==> src/rtl/token_scanner_pkg.sv <==
// Shared types for the token scanner: token kinds, FSM states, character classes
// and the ASCII classifier used by the scanner FSM.
package tok_pkg;

    typedef enum logic [1:0] {
        TOK_IDENT  = 2'd0,
        TOK_NUMBER = 2'd1,
        TOK_ERROR  = 2'd2
    } tok_type_e;

    typedef enum logic [2:0] {
        S_IDLE  = 3'd0,
        S_IDENT = 3'd1,
        S_NUM   = 3'd2,
        S_ZERO  = 3'd3,
        S_HXP   = 3'd4,
        S_HEX   = 3'd5,
        S_BAD   = 3'd6
    } state_e;

    // '0', x/X and a-f/A-F get their own classes because the number states need them.
    typedef enum logic [2:0] {
        C_DELIM  = 3'd0,
        C_ZERO   = 3'd1,
        C_DIGIT  = 3'd2,
        C_HEXL   = 3'd3,
        C_XL     = 3'd4,
        C_LETTER = 3'd5
    } cls_e;

    localparam logic [7:0] ASCII_0      = 8'h30;
    localparam logic [7:0] ASCII_9      = 8'h39;
    localparam logic [7:0] ASCII_UA     = 8'h41;
    localparam logic [7:0] ASCII_UF     = 8'h46;
    localparam logic [7:0] ASCII_UX     = 8'h58;
    localparam logic [7:0] ASCII_UZ     = 8'h5A;
    localparam logic [7:0] ASCII_USCORE = 8'h5F;
    localparam logic [7:0] ASCII_LA     = 8'h61;
    localparam logic [7:0] ASCII_LF     = 8'h66;
    localparam logic [7:0] ASCII_LX     = 8'h78;
    localparam logic [7:0] ASCII_LZ     = 8'h7A;

    function automatic cls_e char_class(input logic [7:0] c, input logic uscore_en);
        cls_e cls;
        cls = C_DELIM;
        if (c == ASCII_0)
            cls = C_ZERO;
        else if (c > ASCII_0 && c <= ASCII_9)
            cls = C_DIGIT;
        else if ((c >= ASCII_UA && c <= ASCII_UF) || (c >= ASCII_LA && c <= ASCII_LF))
            cls = C_HEXL;
        else if (c == ASCII_UX || c == ASCII_LX)
            cls = C_XL;
        else if ((c >= ASCII_UA && c <= ASCII_UZ) || (c >= ASCII_LA && c <= ASCII_LZ))
            cls = C_LETTER;
        else if (uscore_en && c == ASCII_USCORE)
            cls = C_LETTER;
        return cls;
    endfunction

endpackage

==> src/rtl/token_scanner_if.sv <==
// Character input and token record output handshakes of the token scanner.
interface token_scanner_if #(
    parameter int LEN_W = 8
);
    logic             in_valid;
    logic             in_ready;
    logic [7:0]       char;
    logic             in_last;
    logic             tok_valid;
    logic             tok_ready;
    logic [1:0]       tok_type;
    logic [LEN_W-1:0] tok_len;
    logic             tok_trunc;

    modport master (
        output in_valid, char, in_last, tok_ready,
        input  in_ready, tok_valid, tok_type, tok_len, tok_trunc
    );

    modport slave (
        input  in_valid, char, in_last, tok_ready,
        output in_ready, tok_valid, tok_type, tok_len, tok_trunc
    );
endinterface

==> src/rtl/sat_counter.sv <==
// Up-counter that sticks at all-ones; synchronous clear has priority over increment.
module sat_counter #(
    parameter int W = 8
) (
    input  logic         clk,
    input  logic         reset,
    input  logic         clr,
    input  logic         inc,
    output logic [W-1:0] q
);
    localparam logic [W-1:0] MAX = '1;

    always_ff @(posedge clk or posedge reset) begin
        if (reset)
            q <= '0;
        else if (clr)
            q <= '0;
        else if (inc && q != MAX)
            q <= q + 1'b1;
    end
endmodule

==> src/rtl/token_scanner.sv <==
// Byte-stream lexer: classifies delimiter-separated runs as IDENT/NUMBER/ERROR and
// reports one registered record per token, with saturating per-type token counts.
module token_scanner
    import tok_pkg::*;
#(
    parameter int LEN_W     = 8,
    parameter int CNT_W     = 16,
    parameter bit USCORE_EN = 1'b1,
    parameter bit HEX_EN    = 1'b0
) (
    input  logic             clk,
    input  logic             reset,
    token_scanner_if.slave   bus,
    output logic [CNT_W-1:0] ident_cnt,
    output logic [CNT_W-1:0] num_cnt,
    output logic [CNT_W-1:0] err_cnt
);

    function automatic logic [LEN_W-1:0] len_sat_inc(input logic [LEN_W-1:0] v);
        return (&v) ? v : v + 1'b1;
    endfunction

    state_e           state_q, state_d, char_next, st_eff;
    cls_e             cls;
    tok_type_e        emit_type;
    logic             nondelim, is_dig, accept, term, emit;
    logic [LEN_W-1:0] len_q, len_rec;
    logic             trunc_q, trunc_rec;

    logic             vld_p1;
    tok_type_e        type_p1;
    logic [LEN_W-1:0] len_p1;
    logic             trunc_p1;

    assign cls      = char_class(bus.char, USCORE_EN);
    assign nondelim = (cls != C_DELIM);
    assign is_dig   = (cls == C_ZERO) || (cls == C_DIGIT);

    // No bypass: every char, terminating or not, waits while a record is stuck.
    assign bus.in_ready = !vld_p1 || bus.tok_ready;
    assign accept       = bus.in_valid && bus.in_ready;
    assign term         = !nondelim || bus.in_last;

    always_ff @(posedge clk or posedge reset) begin
        if (reset)
            state_q <= S_IDLE;
        else
            state_q <= state_d;
    end

    always_comb begin
        char_next = state_q;
        state_d   = state_q;
        emit_type = TOK_ERROR;
        case (state_q)
            S_IDLE: begin
                if (cls == C_ZERO)
                    char_next = S_ZERO;
                else if (cls == C_DIGIT)
                    char_next = S_NUM;
                else
                    char_next = S_IDENT;
            end
            S_IDENT: char_next = S_IDENT;
            S_NUM:   char_next = is_dig ? S_NUM : S_BAD;
            S_ZERO: begin
                if (is_dig)
                    char_next = S_NUM;
                else if (cls == C_XL && HEX_EN)
                    char_next = S_HXP;
                else
                    char_next = S_BAD;
            end
            S_HXP, S_HEX: char_next = (is_dig || cls == C_HEXL) ? S_HEX : S_BAD;
            default: char_next = S_BAD;
        endcase

        // A closing non-delimiter (in_last) is classified by the state it moves into.
        st_eff = nondelim ? char_next : state_q;
        if (accept)
            state_d = term ? S_IDLE : char_next;
        emit = accept && term && (st_eff != S_IDLE);

        case (st_eff)
            S_IDENT:             emit_type = TOK_IDENT;
            S_NUM, S_ZERO, S_HEX: emit_type = TOK_NUMBER;
            default:             emit_type = TOK_ERROR;
        endcase
    end

    sat_counter #(.W(LEN_W)) u_len (
        .clk   (clk),
        .reset (reset),
        .clr   (accept && term),
        .inc   (accept && nondelim),
        .q     (len_q)
    );

    // The record must include the closing char when in_last lands on a letter/digit.
    assign len_rec   = nondelim ? len_sat_inc(len_q) : len_q;
    assign trunc_rec = trunc_q || (nondelim && (&len_q));

    always_ff @(posedge clk or posedge reset) begin
        if (reset)
            trunc_q <= 1'b0;
        else if (accept && term)
            trunc_q <= 1'b0;
        else if (accept && nondelim && (&len_q))
            trunc_q <= 1'b1;
    end

    // ---- stage p1: registered token record, held until the consumer takes it ----
    always_ff @(posedge clk or posedge reset) begin
        if (reset) begin
            vld_p1   <= 1'b0;
            type_p1  <= TOK_IDENT;
            len_p1   <= '0;
            trunc_p1 <= 1'b0;
        end else if (emit) begin
            vld_p1   <= 1'b1;
            type_p1  <= emit_type;
            len_p1   <= len_rec;
            trunc_p1 <= trunc_rec;
        end else if (bus.tok_ready) begin
            vld_p1   <= 1'b0;
        end
    end

    assign bus.tok_valid = vld_p1;
    assign bus.tok_type  = type_p1;
    assign bus.tok_len   = len_p1;
    assign bus.tok_trunc = trunc_p1;

    sat_counter #(.W(CNT_W)) u_ident_cnt (
        .clk   (clk),
        .reset (reset),
        .clr   (1'b0),
        .inc   (emit && emit_type == TOK_IDENT),
        .q     (ident_cnt)
    );

    sat_counter #(.W(CNT_W)) u_num_cnt (
        .clk   (clk),
        .reset (reset),
        .clr   (1'b0),
        .inc   (emit && emit_type == TOK_NUMBER),
        .q     (num_cnt)
    );

    sat_counter #(.W(CNT_W)) u_err_cnt (
        .clk   (clk),
        .reset (reset),
        .clr   (1'b0),
        .inc   (emit && emit_type == TOK_ERROR),
        .q     (err_cnt)
    );

endmodule

==> src/flat_wrapper.sv <==
// flat-port wrapper written by rule: the top's interface ports become plain ports
module token_scanner_flat import tok_pkg::*;
#(
    parameter int LEN_W     = 8,
    parameter int CNT_W     = 16,
    parameter bit USCORE_EN = 1'b1,
    parameter bit HEX_EN    = 1'b0
)
  (clk, reset, ident_cnt, num_cnt, err_cnt, bus_in_valid, bus_char, bus_in_last, bus_tok_ready, bus_in_ready, bus_tok_valid, bus_tok_type, bus_tok_len, bus_tok_trunc);
  token_scanner_if #(.LEN_W(LEN_W)) bus_i ();
  input  logic clk;
  input  logic reset;
  output logic [CNT_W-1:0] ident_cnt;
  output logic [CNT_W-1:0] num_cnt;
  output logic [CNT_W-1:0] err_cnt;
  input wire logic [$bits(bus_i.in_valid)-1:0] bus_in_valid;
  input wire logic [$bits(bus_i.char)-1:0] bus_char;
  input wire logic [$bits(bus_i.in_last)-1:0] bus_in_last;
  input wire logic [$bits(bus_i.tok_ready)-1:0] bus_tok_ready;
  output wire logic [$bits(bus_i.in_ready)-1:0] bus_in_ready;
  output wire logic [$bits(bus_i.tok_valid)-1:0] bus_tok_valid;
  output wire logic [$bits(bus_i.tok_type)-1:0] bus_tok_type;
  output wire logic [$bits(bus_i.tok_len)-1:0] bus_tok_len;
  output wire logic [$bits(bus_i.tok_trunc)-1:0] bus_tok_trunc;
  assign bus_i.in_valid = bus_in_valid;
  assign bus_i.char = bus_char;
  assign bus_i.in_last = bus_in_last;
  assign bus_i.tok_ready = bus_tok_ready;
  assign bus_in_ready = bus_i.in_ready;
  assign bus_tok_valid = bus_i.tok_valid;
  assign bus_tok_type = bus_i.tok_type;
  assign bus_tok_len = bus_i.tok_len;
  assign bus_tok_trunc = bus_i.tok_trunc;
  token_scanner #(.LEN_W(LEN_W), .CNT_W(CNT_W), .USCORE_EN(USCORE_EN), .HEX_EN(HEX_EN)) u_core (.clk(clk), .reset(reset), .bus(bus_i), .ident_cnt(ident_cnt), .num_cnt(num_cnt), .err_cnt(err_cnt));
endmodule
==> config.mk <==
export PLATFORM = sky130hd
export DESIGN_NAME = token_scanner_flat
export DESIGN_NICKNAME = d
export VERILOG_FILES = /design/src/rtl/token_scanner_pkg.sv /design/src/rtl/token_scanner_if.sv /design/src/rtl/sat_counter.sv /design/src/rtl/token_scanner.sv /design/src/flat_wrapper.sv
export SDC_FILE = /design/constraint.sdc
export NUM_CORES = 1
export LEC_CHECK = 0
export ABC_AREA = 1
export CAP_MARGIN = 40
export CORE_ASPECT_RATIO = 1.75
export CORE_UTILIZATION = 40
export DETAILED_ROUTE_END_ITERATION = 16
export HOLD_SLACK_MARGIN = 0.12
export PLACE_DENSITY_LB_ADDON = 0.2
export SETUP_SLACK_MARGIN = 0.3
export SYNTH_ARGS = -nofsm -noshare
export SYNTH_HDL_FRONTEND = slang
export SYNTH_SLANG_ARGS = --single-unit
==> constraint.sdc <==
create_clock -name clk -period 3.8 [get_ports clk]
set_clock_uncertainty 0.1 [all_clocks]
set_input_delay 0.76 -clock clk [delete_from_list [all_inputs] [get_ports clk]]
set_output_delay 0.76 -clock clk [all_outputs]
set_load 0.05 [all_outputs]
* After elaboration in Yosys (flattened, before gate mapping) *
Index checks and enable logic that the tools add are counted.

word-level totals
  flip-flop bits (word level) = 72
  bits of input ports = 13
  output and inout port bits = 61
  logic and storage cells = 105

cells by class
  add/subtract/negate cells = 4
  $lt $le $gt $ge = 8
  equality and inequality tests = 22
  muxes and demuxes = 22
  reductions and logical operators = 39

operators with widths
  kind                   count
  $add 16x1->16 const B  3
  $ne 16x16->1 const B   3
  $le 8x7->1 const B     4
  $mux 8                 4
  $mux 3                 10
  $eq 8x7->1 const B     3
  $eq 3x2->1 const B     6
  $logic_and 1x1->1      18
  $ge 8x7->1 const B     2
  $pmux 3 s4             1
  $eq 3x1->1 const B     3
  $eq 3x3->1 const B     3
  $add 8x1->8 const B    1
  $eq 8x6->1 const B     1
  $gt 8x6->1 const B     1
  $le 8x6->1 const B     1
  $logic_or 1x1->1       8
  $ne 8x8->1 const B     1
  $reduce_and 8->1       1
  $reduce_bool 2->1      3
  $reduce_bool 3->1      2
  $mux 1                 4
  $mux 2                 2
  $pmux 2 s2             1
  other kinds (7)        9

* Longest topological paths before layout *
Gate-level depths: netlist (run 1).

  depth in word-level cells = 20
  mapped depth = 17

* By module *
Synthesis (run 1) repeated with hierarchy kept, for this count alone.

unflattened totals
  cells, all modules = 784
  area total of the unflattened synthesis = 5212.5 um^2

by module, submodules not included
  module                               times used  cells an instance  area each (um^2)  sequential area each (um^2)
  sat_counter at u_core.u_err_cnt ...  3           159                1083.5            400.4
  token_scanner                        1           238                1455.1            400.4
  sat_counter at u_core.u_len          1           69                 506.7             200.2

* Worst setup path after synthesis (run 1) *
No wires, ideal clock.

  path kind = input-to-reg
  start point = input bus_tok_ready
  end point = register u_core.u_ident_cnt.q[0]
  setup time = 0.124 ns
  arrival = 2.201 ns
  path slack = 1.375 ns
  cell stages on the path = 11
  buffers on the path = 1
  cell sequence = inv_1 > nand2_1 > nand2_1 > inv_1 > nand2_2 > clkinv_2 > nand2_1 > nor2_2 > nand2_1 > buf_4 > xor2_1

between the ends
  cells in the longest elaborated chain, start to end = 6

RTL lines
  what                            line                  RTL
  start, declared                 flat_wrapper.sv:19    input wire logic [$bits(bus_i.tok_ready)-1:0] bus_tok_ready;
  $logic_or 1x1->1                token_scanner.sv:40   assign bus.in_ready = !vld_p1 || bus.tok_ready;
  net bus_in_ready                flat_wrapper.sv:20    output wire logic [$bits(bus_i.in_ready)-1:0] bus_in_ready;
  $logic_and 1x1->1               token_scanner.sv:41   assign accept = bus.in_valid && bus.in_ready;
  $logic_and 1x1->1 (2 in a row)  token_scanner.sv:82   emit = accept && term && (st_eff != S_IDLE);
  $logic_and 1x1->1               token_scanner.sv:138  .inc (emit && emit_type == TOK_IDENT),
  $logic_and 1x1->1               sat_counter.sv:18     else if (inc && q != MAX)
  end signal, assigned            sat_counter.sv:19     q <= q + 1'b1;
  end, declared                   sat_counter.sv:9      output logic [W-1:0] q

The timed path passes the listed nets, and every way through them passes these cells.
A chain may end at the register's enable or synchronous reset.

* Worst setup path after layout (run 1) *
  start point = input bus_char[4]
  end point = register u_core.u_num_cnt.q[1]

between the ends
  cells in the longest elaborated chain, start to end = 20
  elaborated cells on any way between the ends = 52

RTL lines
  what                                      line                                              RTL
  start, declared                           flat_wrapper.sv:17                                input wire logic [$bits(bus_i.char)-1:0] bus_char;
  $ge 8x7->1 or $le 8x7->1 (tied branches)  token_scanner_pkg.sv:50, token_scanner_pkg.sv:54
  $logic_and 1x1->1                         token_scanner_pkg.sv:54                           else if ((c >= ASCII_UA && c <= ASCII_UZ) || (c >= ASCII_LA && c <= ASCII_LZ))
  $logic_or 1x1->1                          token_scanner_pkg.sv:54
  $mux 3                                    token_scanner_pkg.sv:54
  $mux 3                                    token_scanner_pkg.sv:52                           else if (c == ASCII_UX || c == ASCII_LX)
  $mux 3                                    token_scanner_pkg.sv:50                           else if ((c >= ASCII_UA && c <= ASCII_UF) || (c >= ASCII_LA && c <= ASCII_LF))
  $mux 3                                    token_scanner_pkg.sv:48                           else if (c > ASCII_0 && c <= ASCII_9)
  $mux 3 (*)                                token_scanner_pkg.sv:46                           if (c == ASCII_0)
  [4 not listed]                            --
  $pmux 3 s4                                token_scanner.sv:55                               case (state_q)
  $mux 3                                    token_scanner.sv:79                               st_eff = nondelim ? char_next : state_q;
  $eq 3x2->1 or $eq 3x3->1 (tied branches)  token_scanner.sv:84                               case (st_eff)
  $reduce_or 3->1                           token_scanner.sv:84
  $pmux 2 s2                                token_scanner.sv:84
  $eq 2x1->1                                token_scanner.sv:146                              .inc (emit && emit_type == TOK_NUMBER),
  $logic_and 1x1->1 (*)                     token_scanner.sv:146
  $logic_and 1x1->1 (*)                     sat_counter.sv:18
  end signal, assigned                      sat_counter.sv:19
  end, declared                             sat_counter.sv:9

Mark *: on every way between the ends. The rest lies on a longest branch, timed or not.

==> results.cfg, run 1 <==
[sta]
worstMarginPinSlew_ns = 0.817
holdWs_ns = 0.380
setup_viol = 0
fmax_mhz = 327
timing.final.max_slew_violations = 0
slew_headroom_pct = 45.5
min_period_ns = 3.05
setup_tns_ns = 0
rsz0062_at_grt = no
finalHoldViolCount = 0
finalCritPeriodShare_pct = 80.4

[grt]
grt_overflow_total = 0
grt_max_degree = 38
grt_first_pass_wirelength_um = 18800
grt_pass1_vias = 4203
grt_use_total_pct = 20.8
grt_antenna_before_repair = 0

[die]
die_area_mm2 = 0.0116
ios = 74
core_area_mm2 = 0.0108
initial_core_util_pct = 41.5
dieHeight_um = 142
rows = 50
die_w_um = 81.9

[logic_synthesis]
netlist_area_mm2 = 0.00446
avgSynthCellArea_um2 = 7.34
netlist-cell-type-count = 31
synth_seq_area_share_pct = 40.4
yosysTopAreaCell = dfrtp_1
synthCells = 608
synth_fp_nets = 625
synthFlopType = dfrtp_1
async_flop_share_pct = 100
synthTopCellsByArea = dfrtp_1 (40%), nand2_1 (17%), nand3_1 (7.0%)
synth_edf_count = 0
synth_top_area_share_pct = 40.4
synth_seq_cells = 72
ys_warn_count = 0

[final_layout]
syn_to_final_growth_pct = 24.9
layout-drive-gt1-share_pct = 6.41
insertedDiodeCount = 0
layout_commonest_cell = nand2_1
final_cell_mix = nand2_1 (202), clkdlybuf4s50_1 (73), dfrtp_1 (72)
num-nets-final = 700
fillCellCount = 1076

[critical_path]
reg2reg_slack_ns = 1.31
crit_end = u_core.u_num_cnt.q[1]
crit_chain = clkdlybuf4s50_1 -> nand2_1 -> nor2_1 -> nand2_1 -> nor2_1 -> nor2_2 -> nand4_2 -> buf_4 -> nand2_1 -> nand2_2 -> nand3_1 -> nand2_2 -> nand3_4 -> nand2_1 -> nand2_1
cpMostUsedCell = nand2_1
crit_slowest_cell = clkdlybuf4s50_1
worstSetupStartpointType = input pin
worst_r2r_endpoint = u_core.u_ident_cnt.q[0]
reg2reg_from = u_core.state_q[1]
path_buf_inv = 2
slowest_delay_ns = 0.54
worstSetupPathType = in2reg
end_kind = flop
ff2ff_path_depth = 11
crit_cells = 15
cp.required_ns = 3.91
crit_fanout = 15
startpoint = bus_char[4]
crit_family = simple AND/OR/NAND/NOR gates
worst_ep_arrival_time_ns = 3.17

[clock_tree]
root_buffer = clkbuf_16
cts_buffers = 9
clk_latency_ns = 0.33
post_cts_buffers = 0
cts_max_level = 3
path_clk_slew_ns = 0.05
cts_tree = done
cts.hold.buffers_added = 0
cts_resized = 0
cts.sinks = 72
cts_buffer_depth = 2

[place]
routabilityCongestion = 0.891
dp_hpwl_um = 8280
io_buffer_count = 73

[route]
drc = 0
wl_um = 11100
viasPerCell = 5.19
drtPass1Iterations = 4
avgRoutedWirePerCell_um = 13.6
drt_iter0_drc = 175
final_antenna_net_count = 0
vias = 4235

[power_and_ir_drop]
p_leak_nw = 2.63
irDropWorstVdd_mv = 0.456
power_density_mw_per_mm2 = 466
p_total_mw = 2.60

[run]
drv_cap = 0

[worst_hold_path]
hold_class = reg2reg
worstHoldStart = u_core.bus.tok_len[0]

[run_status]
status = complete, no violations
worst reg2reg max path, cell delays in order (launching register included):
cell and delay, ns:
dfrtp_1 0.41, inv_1 0.16, nand2_1 0.09, a21oi_1 0.21, nor3_1 0.07, nor3_1 0.27, nand2_2 0.08, nand2_2 0.10
nand2_1 0.07, nor2_2 0.12, nand2_1 0.39, xor2_1 0.28
through the flow:
stage                     utilization [%]  cell area, µm²  cells  setup WS [ns]
after global routing                 51.8            5580    816          0.385
after floorplan                         -            4460    608           1.12
after detailed placement             49.4            5320    802          0.366
final                                51.8            5580    816          0.746
after CTS                            51.8            5580    816          0.720
after global placement               49.4            5320    802          0.454
synthesized netlist by cell type (all sizes together), types with 4 or more instances:
cell    number
nand2      212
nor4         7
inv         68
buf         11
a21oi        6
o22ai        7
xnor2       15
nand4       27
nor3        18
xor2        31
clkbuf       4
ha           4
nand3       65
nor2        37
dfrtp       72
o21ai       21
cells by family after synthesis:
kind of cell,Yosys count,share of synthesized area (%)
buf+inv,84,7.93
flops,72,40.4
simple gates,366,37.1
compound gates,36,4.43
xor+xnor,46,9.03
fa+ha+maj,4,1.12
power breakdown:
part           switching, mW  leakage, nW  internal [mW]
registers             0.0997        0.982          0.859
logic                  0.610         1.52          0.275
clock network          0.301        0.126          0.452
sequential cells by signal, summed over array words and instances (netlist names):
signal and cells:
u_core.bus.tok_type 2, u_core.bus.tok_len 8, u_core.state_q 3, u_core.bus.tok_valid 1, u_core.u_num_cnt.q 16, u_core.u_len.q 8
u_core.u_err_cnt.q 16, u_core.bus.tok_trunc 1, u_core.trunc_q 1, u_core.u_ident_cnt.q 16
cell type report:
cell class / instances / area (µm²) / area share [%]
multi-input cells: 452 / 2310 / 41.4
clock buffers: 13 / 250 / 4.49
well taps: 130 / 163 / 2.92
clock inverters: 1 / 5.00 / 0.0898
inverters: 69 / 260 / 4.67
flip-flops and latches: 72 / 1800 / 32.3
repair buffers: 79 / 788 / 14.1
per-layer routing:
metal	wire length, µm	GRT usage [%]	vias up
li1	-	-	2114
met1	4310	22.1	2004
met3	331	3.41	26
met2	6220	38.0	91
met5	0	0	-
met4	274	9.88	0
worst min path at each step:
| stage | cells after the start | to | slack, ns |
|---|---|---|---|
| after floorplan | 2 | u_core.trunc_q | 0.38 |
| after global placement | 2 | u_core.bus.tok_len[0] | 0.37 |
| after detailed placement | 2 | u_core.bus.tok_len[2] | 0.37 |
| after CTS | 2 | u_core.bus.tok_len[0] | 0.39 |
| after global routing | 2 | u_core.bus.tok_len[0] | 0.40 |
| final | 2 | u_core.bus.tok_len[0] | 0.38 |
Note: power is estimated with default switching activity, not from simulation.
==> run 2, diff against run 1 <==
==> constraint.sdc (replaced) <==
create_clock -name clk -period 2.6 [get_ports clk]
set_clock_uncertainty 0.1 [all_clocks]
set_input_delay 0.52 -clock clk [delete_from_list [all_inputs] [get_ports clk]]
set_output_delay 0.52 -clock clk [all_outputs]
set_load 0.05 [all_outputs]
==> run 2 against run 1 <==
  * Via count rose by 4.3%
  * Global-route usage rose by 0.90 points
  * Wire length rose by 6.3%
  * Sequential share of layout area fell by 3.9 points
  * Die area did not move
  * Cell count rose by 5.1%
  * Worst setup slack got worse by 0.40 ns
  * Combinational power rose by 72%
  * Register-to-register slack got worse by 0.85 ns
  * Clock power rose by 87%
  * First-iteration DRC count rose by 10%
  * Total power rose by 67%
  * Critical endpoint is now num_cnt[7]
  * Largest cell class unchanged
==> results.cfg, run 2 (synthesis results as in run 1) <==
[die]
die_area_mm2 = 0.0116
initial_core_util_pct = 41.5
ios = 74
die_w_um = 81.9
dieHeight_um = 142
core_area_mm2 = 0.0108
rows = 50

[run_status]
status = complete, no violations

[sta]
worstMarginPinSlew_ns = 0.552
slew_headroom_pct = 62.9
fmax_mhz = 444
finalHoldViolCount = 0
holdWs_ns = 0.374
finalCritPeriodShare_pct = 86.6
setup_tns_ns = 0
timing.final.max_slew_violations = 0
min_period_ns = 2.25
rsz0062_at_grt = no
setup_viol = 0

[place]
routabilityCongestion = 0.874
dp_hpwl_um = 8150
io_buffer_count = 73

[grt]
grt_overflow_total = 0
grt_antenna_before_repair = 0
grt_first_pass_wirelength_um = 19600
grt_use_total_pct = 21.7
grt_max_degree = 73
grt_pass1_vias = 4295

[critical_path]
crit_slowest_cell = clkdlybuf4s50_1
end_kind = output port
worst_ep_arrival_time_ns = 1.63
crit_family = buffers and inverters
slowest_delay_ns = 0.85
path_buf_inv = 1
worstSetupStartpointType = flop
cp.required_ns = 1.98
crit_chain = clkdlybuf4s50_1
worstSetupPathType = reg2out
crit_fanout = 6

[final_layout]
finish.utilization_pct = 58.8
insertedDiodeCount = 0
num-nets-final = 740
final_cell_mix = nand2_1 (188), dfrtp_1 (72), inv_1 (60)
fillCellCount = 958
layout_commonest_cell = nand2_1
layout-drive-gt1-share_pct = 19.1
largestRegisters = u_core.u_err_cnt.q x16, u_core.u_ident_cnt.q x16, u_core.u_num_cnt.q x16
syn_to_final_growth_pct = 41.9

[power_and_ir_drop]
irDropWorstVdd_mv = 0.595
sw_frac_of_total_pct = 36.8
power_density_mw_per_mm2 = 684
p_total_mw = 4.33
pwr-share-seq_pct = 32.4
p_leak_nw = 3.06
switchingPower_mw = 1.59
p_int_mw = 2.74
combPwrFrac_pct = 35.2
p_clk_share_pct = 32.5

[clock_tree]
path_clk_slew_ns = 0.06
root_buffer = clkbuf_16
cts_tree = done
cts.hold.buffers_added = 0
cts_max_level = 3
clk_latency_ns = 0.33
cts.sinks = 72
cts_buffers = 9
cts_buffer_depth = 2

[route]
vias = 4419
drc = 0
viasPerCell = 5.15
avgRoutedWirePerCell_um = 13.8
drtPass1Iterations = 4
final_antenna_net_count = 0
wl_um = 11800
drt_iter0_drc = 193

[worst_hold_path]
hold_class = reg2reg

[run]
drv_cap = 0
==> run 2: cell types whose count changed in the layout (fill, tap and decap cells not counted), moves of 6 or more <==
| cell | before | now |
|---|---|---|
| buf_4 | 5 | 36 |
| clkdlybuf4s50_1 | 73 | 58 |
| nor2_1 | 31 | 24 |
| nand3_2 | 2 | 14 |
| nand2_1 | 202 | 188 |
| nand2_2 | 9 | 15 |
| nor2_4 | 0 | 7 |
| nand3_1 | 62 | 47 |
| dlymetal6s2s_1 | 0 | 6 |
| clkbuf_2 | 0 | 7 |
==> run 2: timing repair <==
action | 4_1_cts | 5_1_grt
gates cloned | 2 | 1
setup buffers | 5 | 3
pin swaps | 34 | 28
setup endpoints to repair | 70 | 73
gates resized for setup | 50 | 53
==> run 2: path summary, 6_finish.rpt <==
kind	from	end	depth (start not counted)	slack [ns]
worst min register to register	u_core.bus.tok_len[0]	u_core.bus.tok_len[0]	2	0.37
max in group asynchronous	reset	u_core.u_len.q[1]	3	1.55
worst min-delay path	u_core.bus.tok_len[0]	u_core.bus.tok_len[0]	2	0.37
worst max-delay path	u_core.u_num_cnt.q[7]	num_cnt[7]	1	0.35
worst max register to register	u_core.state_q[0]	u_core.u_num_cnt.q[2]	13	0.46
min in group asynchronous	reset	u_core.u_ident_cnt.q[9]	3	0.55
==> run 2: area by class of cell <==
class / instances / area [µm²] / area share (%)
inverter: 69 / 272 / 4.29
tap: 130 / 163 / 2.57
clock buffer: 13 / 240 / 3.79
multi-input combinational: 454 / 2630 / 41.5
sequential: 72 / 1800 / 28.5
timing repair buffer: 117 / 1140 / 18.0
clock inverter: 3 / 90.1 / 1.42
==> run 2: power groups by stage <==
stage               clock, mW  combinational, mW  sequential [mW]
detailed placement          0               1.38             1.42
global route             1.47               1.64             1.42
CTS                      1.43               1.48             1.40
floorplan                   0              0.489             1.82
finish                   1.41               1.52             1.40
global placement            0               1.37             1.42
==> run 2: metrics by stage <==
step,setup WS [ns],instances,cell area [µm²]
floorplan,0.311,608,4470
global placement,-0.194,831,5580
detailed placement,-0.272,831,5580
CTS,0.306,854,6150
global route,0.261,858,6330
finish,0.349,858,6330
==> run 2: layer usage <==
layer  global-route usage [%]  part of all wire, %  vias up
met5                        0                    0        -
met4                     9.33                  2.9        0
met3                     3.15                  3.0       34
li1                         -                    -     2203
met2                     40.1                   56      104
met1                     23.4                   38     2078
